--- src/rtl/regfile_pkg.sv ---
// Shared constants and FSM state type for the register-file dump reader.
// Addresses wrap modulo NUM_REGS through wrapAdd().
package regfile_pkg;

    localparam int DATA_W   = 32;
    localparam int ADDR_W   = 5;
    localparam int NUM_REGS = 32;

    typedef enum logic [2:0] {
        IDLE,
        FETCH,
        SEND0,
        SEND1,
        DONE
    } dump_state_t;

    function automatic logic [ADDR_W-1:0] wrapAdd(
        input logic [ADDR_W-1:0] a,
        input int                k
    );
        int t;
        t = (int'(a) + k) % NUM_REGS;
        return ADDR_W'(t);
    endfunction

endpackage

--- src/rtl/regfile_dump_reader_if.sv ---
// Output word stream of the dump reader: valid/ready with data and address.
// master drives the words, slave accepts them.
interface regfile_dump_reader_if;
    import regfile_pkg::*;

    logic              outValid;
    logic              outReady;
    logic [DATA_W-1:0] outData;
    logic [ADDR_W-1:0] outAddr;

    modport master (
        output outValid,
        output outData,
        output outAddr,
        input  outReady
    );

    modport slave (
        input  outValid,
        input  outData,
        input  outAddr,
        output outReady
    );

endinterface

--- src/rtl/regfile_dump_reader_checksum.sv ---
// XOR accumulator over accepted dump words (built with REGDUMP_CHECKSUM_EN).
module regdump_checksum
    import regfile_pkg::*;
(
    input  logic              clk,
    input  logic              reset,
    input  logic              clear,
    input  logic              enable,
    input  logic [DATA_W-1:0] data,
    output logic [DATA_W-1:0] sum
);

    always_ff @(posedge clk or posedge reset) begin
        if (reset) begin
            sum <= '0;
        end else if (clear) begin
            sum <= '0;
        end else if (enable) begin
            sum <= sum ^ data;
        end
    end

endmodule

--- src/rtl/regfile_dump_reader.sv ---
// Sweeps a window of the 32x32 register file two words per fetch and streams
// them out; optional XOR checksum when REGDUMP_CHECKSUM_EN is defined.
module regfile_dump_reader
    import regfile_pkg::*;
(
    input  logic              clk,
    input  logic              reset,
    input  logic              start,
    input  logic [ADDR_W-1:0] startAddr,
    input  logic [ADDR_W:0]   count,
    output logic [ADDR_W-1:0] regReadSel0,
    output logic [ADDR_W-1:0] regReadSel1,
    input  logic [DATA_W-1:0] regReadData0,
    input  logic [DATA_W-1:0] regReadData1,
    regfile_dump_reader_if.master dumpOut,
    output logic              busy,
    output logic              done,
    output logic [DATA_W-1:0] checksum
);

    dump_state_t state;
    dump_state_t stateNext;

    logic [ADDR_W-1:0] addr;
    logic [ADDR_W-1:0] addrP1;
    logic [ADDR_W-1:0] sel0Q;
    logic [ADDR_W-1:0] sel1Q;
    logic [ADDR_W:0]   remaining;
    logic [DATA_W-1:0] word0;
    logic [DATA_W-1:0] word1;
    logic              startAcc;
    logic              accept;
    logic              lastWord;

    assign addrP1   = wrapAdd(addr, 1);
    assign startAcc = (state == IDLE) && start;
    assign accept   = dumpOut.outValid && dumpOut.outReady;
    assign lastWord = (remaining == (ADDR_W+1)'(1));

    always_ff @(posedge clk or posedge reset) begin
        if (reset) begin
            state <= IDLE;
        end else begin
            state <= stateNext;
        end
    end

    always_comb begin
        stateNext = state;
        unique case (state)
            IDLE: begin
                if (start) begin
                    stateNext = (count != '0) ? FETCH : DONE;
                end
            end
            FETCH: stateNext = SEND0;
            SEND0: begin
                if (accept) begin
                    stateNext = lastWord ? DONE : SEND1;
                end
            end
            SEND1: begin
                if (accept) begin
                    stateNext = lastWord ? DONE : FETCH;
                end
            end
            DONE:    stateNext = IDLE;
            default: stateNext = IDLE;
        endcase
    end

    always_ff @(posedge clk or posedge reset) begin
        if (reset) begin
            addr      <= '0;
            remaining <= '0;
            word0     <= '0;
            word1     <= '0;
            sel0Q     <= '0;
            sel1Q     <= '0;
        end else begin
            if (startAcc) begin
                addr      <= startAddr;
                remaining <= count;
            end
            if (state == FETCH) begin
                word0 <= regReadData0;
                word1 <= regReadData1;
                sel0Q <= addr;
                sel1Q <= addrP1;
            end
            if (accept) begin
                remaining <= remaining - 1'b1;
                if ((state == SEND1) && !lastWord) begin
                    addr <= wrapAdd(addr, 2);
                end
            end
        end
    end

    // Selects track addr only while fetching so the file sees a quiet bus otherwise.
    assign regReadSel0 = (state == FETCH) ? addr   : sel0Q;
    assign regReadSel1 = (state == FETCH) ? addrP1 : sel1Q;

    assign dumpOut.outValid = (state == SEND0) || (state == SEND1);
    assign dumpOut.outData  = (state == SEND1) ? word1  : word0;
    assign dumpOut.outAddr  = (state == SEND1) ? addrP1 : addr;

    assign busy = (state != IDLE);
    assign done = (state == DONE);

`ifdef REGDUMP_CHECKSUM_EN
    regdump_checksum uChecksum (
        .clk    (clk),
        .reset  (reset),
        .clear  (startAcc),
        .enable (accept),
        .data   (dumpOut.outData),
        .sum    (checksum)
    );
`else
    assign checksum = '0;
`endif

endmodule

--- src/flat_wrapper.sv ---
// flat-port wrapper written by rule: the top's interface ports become plain ports
module regfile_dump_reader_flat import regfile_pkg::*;
  (clk, reset, start, startAddr, count, regReadSel0, regReadSel1, regReadData0, regReadData1, busy, done, checksum, dumpOut_outValid, dumpOut_outData, dumpOut_outAddr, dumpOut_outReady);
  regfile_dump_reader_if dumpOut_i ();
  input  logic clk;
  input  logic reset;
  input  logic start;
  input  logic [ADDR_W-1:0] startAddr;
  input  logic [ADDR_W:0] count;
  output logic [ADDR_W-1:0] regReadSel0;
  output logic [ADDR_W-1:0] regReadSel1;
  input  logic [DATA_W-1:0] regReadData0;
  input  logic [DATA_W-1:0] regReadData1;
  output logic busy;
  output logic done;
  output logic [DATA_W-1:0] checksum;
  output wire logic [$bits(dumpOut_i.outValid)-1:0] dumpOut_outValid;
  output wire logic [$bits(dumpOut_i.outData)-1:0] dumpOut_outData;
  output wire logic [$bits(dumpOut_i.outAddr)-1:0] dumpOut_outAddr;
  input wire logic [$bits(dumpOut_i.outReady)-1:0] dumpOut_outReady;
  assign dumpOut_outValid = dumpOut_i.outValid;
  assign dumpOut_outData = dumpOut_i.outData;
  assign dumpOut_outAddr = dumpOut_i.outAddr;
  assign dumpOut_i.outReady = dumpOut_outReady;
  regfile_dump_reader u_core (.clk(clk), .reset(reset), .start(start), .startAddr(startAddr), .count(count), .regReadSel0(regReadSel0), .regReadSel1(regReadSel1), .regReadData0(regReadData0), .regReadData1(regReadData1), .dumpOut(dumpOut_i), .busy(busy), .done(done), .checksum(checksum));
endmodule
--- config.mk ---
export PLATFORM = sky130hd
export DESIGN_NAME = regfile_dump_reader_flat
export DESIGN_NICKNAME = d
export VERILOG_FILES = /design/src/rtl/regfile_pkg.sv /design/src/rtl/regfile_dump_reader_if.sv /design/src/rtl/regfile_dump_reader_checksum.sv /design/src/rtl/regfile_dump_reader.sv /design/src/flat_wrapper.sv
export SDC_FILE = /design/constraint.sdc
export NUM_CORES = 1
export LEC_CHECK = 0
export BUFFER_PORTS_ARGS = -buffer_cell sky130_fd_sc_hd__buf_2
export CAP_MARGIN = 10
export CORE_MARGIN = 2
export CORE_UTILIZATION = 45
export CTS_CLUSTER_SIZE = 12
export DETAILED_ROUTE_END_ITERATION = 16
export GPL_ROUTABILITY_DRIVEN = 0
export HOLD_SLACK_MARGIN = 0.12
export PLACE_DENSITY_LB_ADDON = 0.1
export RECOVER_POWER = 50
export SLEW_MARGIN = 20
export SYNTH_ARGS = -nofsm -noshare
export SYNTH_HDL_FRONTEND = slang
export SYNTH_SLANG_ARGS = --single-unit
export TNS_END_PERCENT = 20
--- constraint.sdc ---
create_clock -name clk -period 2.7 [get_ports clk]
set_input_delay 0.405 -clock clk [delete_from_list [all_inputs] [get_ports clk]]
set_output_delay 0.405 -clock clk [all_outputs]
set_load 0.05 [all_outputs]
======== Word-level counts from Yosys, hierarchy flattened ========
Index checks and enable logic that the tools add are counted.
word-level totals
  register bits after elaboration ......... 88
  word-level logic and storage cells ...... 44
cells by class
  add/sub/neg operators ................... 3
  eq/ne operators ......................... 8
  muxes and demuxes ....................... 16
  reduce and logical (&&, ||, !) cells .... 10
operators by type and width
  kind                 number
  $mux 32              1
  $mux 5               6
  $mux 3               6
  $mux 6               2
  $pmux 3 s4           1
  $eq 3x2->1 const B   2
  $eq 6x1->1 const B   1
  $reduce_bool 6->1    1
  $sub 6x1->6 const B  1
  $add 5x1->5 const B  1
  $add 5x2->5 const B  1
  $ne 2x1->1 const B   2
  $eq 3x1->1 const B   1
  $eq 3x3->1 const B   1
  $logic_and 1x1->1    3
  $logic_not 3->1      1
  $reduce_and 3->1     1
  $reduce_bool 3->1    1
  $ne 2x2->1 const B   1
  $reduce_bool 2->1    1
  $logic_not 1->1      1
  $logic_or 1x1->1     1

======== Logic depth before layout (Yosys ltp) ========
  depth in word-level cells ............... 5
  depth in mapped cells ................... 6
  depth with buffers taken out ............ 5

======== Worst setup path before layout ========
No wires, ideal clock.
  path type ............................... register to output
  from .................................... register u_core.state[0]
  to ...................................... output port regReadSel1[0]
  data arrival time ....................... 2.027 ns
  data required time ...................... 2.295 ns
  setup slack ............................. 0.268 ns
  cell stages (with the launch flop) ...... 6
  path buffers ............................ 2
  cells stage by stage .................... dfrtp_1 > inv_2 > nor3_2 > buf_4 > buf_4 > mux2i_1
between the ends
  word-level cells in the longest chain between the ends .. 2
RTL lines
  element                   RTL line                    text
  start: declaration        regfile_dump_reader.sv:21   dump_state_t state;
  start signal: assignment  regfile_dump_reader.sv:44   state <= stateNext;
  $eq 3x1->1                regfile_dump_reader.sv:102  assign regReadSel1 = (state == FETCH) ? addrP1 : sel1Q;
  $mux 5                    regfile_dump_reader.sv:102
  end: declaration          flat_wrapper.sv:11          output logic [ADDR_W-1:0] regReadSel1;
No other way between the ends.

======== Final worst setup path ========
  from .................................... register u_core.state[0]
  to ...................................... output port dumpOut_outData[9]
between the ends
  word-level cells in the longest chain between the ends .. 2
RTL lines
  element           RTL line                    text
  $eq 3x2->1        regfile_dump_reader.sv:105  assign dumpOut.outData = (state == SEND1) ? word1 : word0;
  $mux 32           regfile_dump_reader.sv:105
  end: declaration  flat_wrapper.sv:18          output wire logic [$bits(dumpOut_i.outData)-1:0] dumpOut_outData;
No other way between the ends.

==> metrics.txt <==
Clock Pin Slew Worst Setup and Hold Paths=0.09 ns; async set or reset register ratio after synthesis=100%; HP Start=startAddr[0]; Post-synth EDFFs=0; hold path depth=3; max incr delay on CP=about 0.46 ns; Period minus WS final=2.41 ns; Buf/Inv on CP=3; Synth Register Bits=a little under 90; die height=about 100 um; IO Pins=161; WL final=~9.2 mm; Setup Slack @ Placement=~0.35 ns; fill cell count=~860; Final TNS setup=0 ns; WL/cell=between 10 and 15 um; CP most frequent cell=nand2_1; port bufs=~130; RR Startpoint=u_core.state[2]; CTS max path bufs=2; antenna cells=0; Std-Cell Rows=35; number of clock sinks=between 80 and 90; root buf cell=clkbuf_8; Gate Count Post-Synth=407; initial antenna violation count=0; post-synth cell types=48; final setup violating endpoints=0; DR iter-0 viols=between 90 and 100; RSZ-0062 raised after global routing=no; DR vias/cell=~4.8; Worst EP required=2.30 ns; gr usage total=18.0%; reg2reg path depth=4; DIE AREA=10,500 sq um; hold endpoint=u_core.addr[0]; final core occ=~56%; most common flop cell mapped by yosys=dfrtp_1; largest net degree at the start of global routing=44; CTS H-tree lvls=3; Crit-path slowest cell=dfrtp_1; Crit Path Category=reg -> out; R2R setup slack=approximately 0.30 ns; register area=between 2000 and 2500 sq um; delay-heaviest family, CP=buffers and inverters; Initial Util=46.7%; Worst Setup End Kind=output pin; vias in the first global route=about 3,000; Slew Limit Headroom=a little over an eighth; final worst slack=between 0.2 and 0.3 ns; first-pass GRT wire length=between 10 and 15 mm; critical path arrival=~2.0 ns; Synthesis Warnings=0; Pre-antenna DRT Iters=4; total of max-cap violations=0; Residual DRC=0; worst min-delay path class=in -> reg; Fmax=between 400 and 500 MHz; Seq/Total Area, Yosys=around half; Max Fanout on Critical Path=26; DP Wirelength=about 6.6 mm; critical path depth=6; DRT antenna net count=0; final worst-path cycle share=about 89%; status=finished, final reports clean; P&R area growth vs syn=20.7%; reg2reg end=u_core.addr[3]; CP Cell Sequence=inv_2 -> nor3b_4 -> buf_4 -> nand2_1 -> nand2_1 -> buf_2; nets@finish=between 600 and 700; TritonCTS clock tree=done; Inserted Clock Buffers=9; final hold violations=0; multi-input logic area=about 1900 sq um; Syn Area/Cell=between 10 and 15 sq um; Slew @ Worst Pin=between 1 and 1.5 ns; startpoint types=flop; core area=between 9000 and 10,000 sq um; worst skew pair latency=0.35 ns; Chip Width=102 um; Mapped Area=4360 sq um; Vias=about 3,200; grt total ovfl=0; fin. max-slew vios=0; clk_skew=about 0.012 ns; fraction of layout cells with a size suffix above 1=~37%
==> area by class of cell <==
cell class / count / area share, %
sequential: 88 / 41.9
clock buffer: 10 / 2.62
timing repair buffer: 140 / 14.2
inverter: 8 / 0.594
clock inverter: 6 / 2.19
multi-input combinational: 290 / 35.4
tap: 129 / 3.07
==> registers in the layout (all words and copies together), names as in the netlist <==
signal            cells
u_core.addr           5
u_core.sel1Q          5
u_core.word0         32
u_core.state          3
u_core.sel0Q          5
u_core.remaining      6
u_core.word1         32
==> cell usage in the layout, fill, tap and decap left out, types with 6 or more instances in the layout <==
cell type	netlist	layout
buf_2	7	128
nand2_1	107	107
dfrtp_1	88	87
mux2_2	47	45
conb_1	1	32
mux2_1	23	25
nor2_1	15	15
clkbuf_8	0	10
a21oi_1	8	8
inv_1	7	6
==> per-stage QoR <==
stage / hold WS, ns / cell area [sq um] / cells
floorplan: 0.458 / 4480 / 438
global placement: 0.462 / 5040 / 652
detailed placement: 0.465 / 5040 / 652
CTS: 0.248 / 5310 / 669
global route: 0.245 / 5260 / 671
finish: 0.261 / 5260 / 671
==> logic make-up after synthesis <==
group / Yosys count / synth area share (%)
AND/OR/NAND/NOR: 145 / 14.6
flip-flops: 88 / 50.5
multiplexers: 74 / 19.0
buffers and inverters: 60 / 8.55
AO/OA/AOI/OAI: 28 / 4.71
XOR/XNOR: 7 / 1.41
adder cells (fa/ha/maj): 4 / 1.15
other: 1 / 0.0860
==> worst max-delay path by stage <==
stage | start | to | slack (ns)
after floorplan | reset | u_core.addr[0] | 0.02
after global placement | u_core.state[0] | u_core.word0[27] | 0.41
after detailed placement | u_core.state[0] | u_core.word1[15] | 0.35
after CTS | u_core.state[0] | regReadSel1[1] | 0.06
after global routing | u_core.state[0] | dumpOut_outData[4] | 0.07
final | u_core.state[0] | dumpOut_outData[9] | 0.29
==> synth_stat cells, types with 4 or more instances <==
master / count / area share (%)
clkbuf_1: 7 / 0.60
a21oi_1: 8 / 0.92
nor2_1: 15 / 1.3
mux2_1: 23 / 5.9
ha_1: 4 / 1.1
buf_4: 37 / 6.4
xnor2_1: 5 / 1.0
buf_2: 7 / 0.80
mux2_2: 47 / 12
nor3_1: 4 / 0.46
nand2_1: 107 / 9.2
inv_1: 7 / 0.60
mux2i_1: 4 / 0.92
nand3_1: 4 / 0.46
dfrtp_1: 88 / 51
==> metal layers <==
metal | share of wire [%] | GRT usage [%]
met5 | 0 | 0
met2 | 45 | 27.9
met3 | 7.4 | 4.58
met1 | 46 | 24.7
met4 | 1.5 | 5.85
==> worst reg2reg max path, cell delays in order, from the launching register on <==
cell and delay, ns:
dfrtp_1 0.50, nand3b_1 0.41, a211oi_1 1.00, a31o_2 0.28, a211oi_1 0.04
==> what timing repair did <==
| item | CTS | global route |
|---|---|---|
| endpoints found under the hold margin | 28 | 0 |
| resized for setup | 0 | 1 |
| setup endpoints to repair | 0 | 31 |
| buffers inserted | 0 | 2 |
| hold buffers | 1 | 0 |
Power is not shown: default switching activity piles up to over one toggle a cycle in this logic, so the estimate is an artifact.
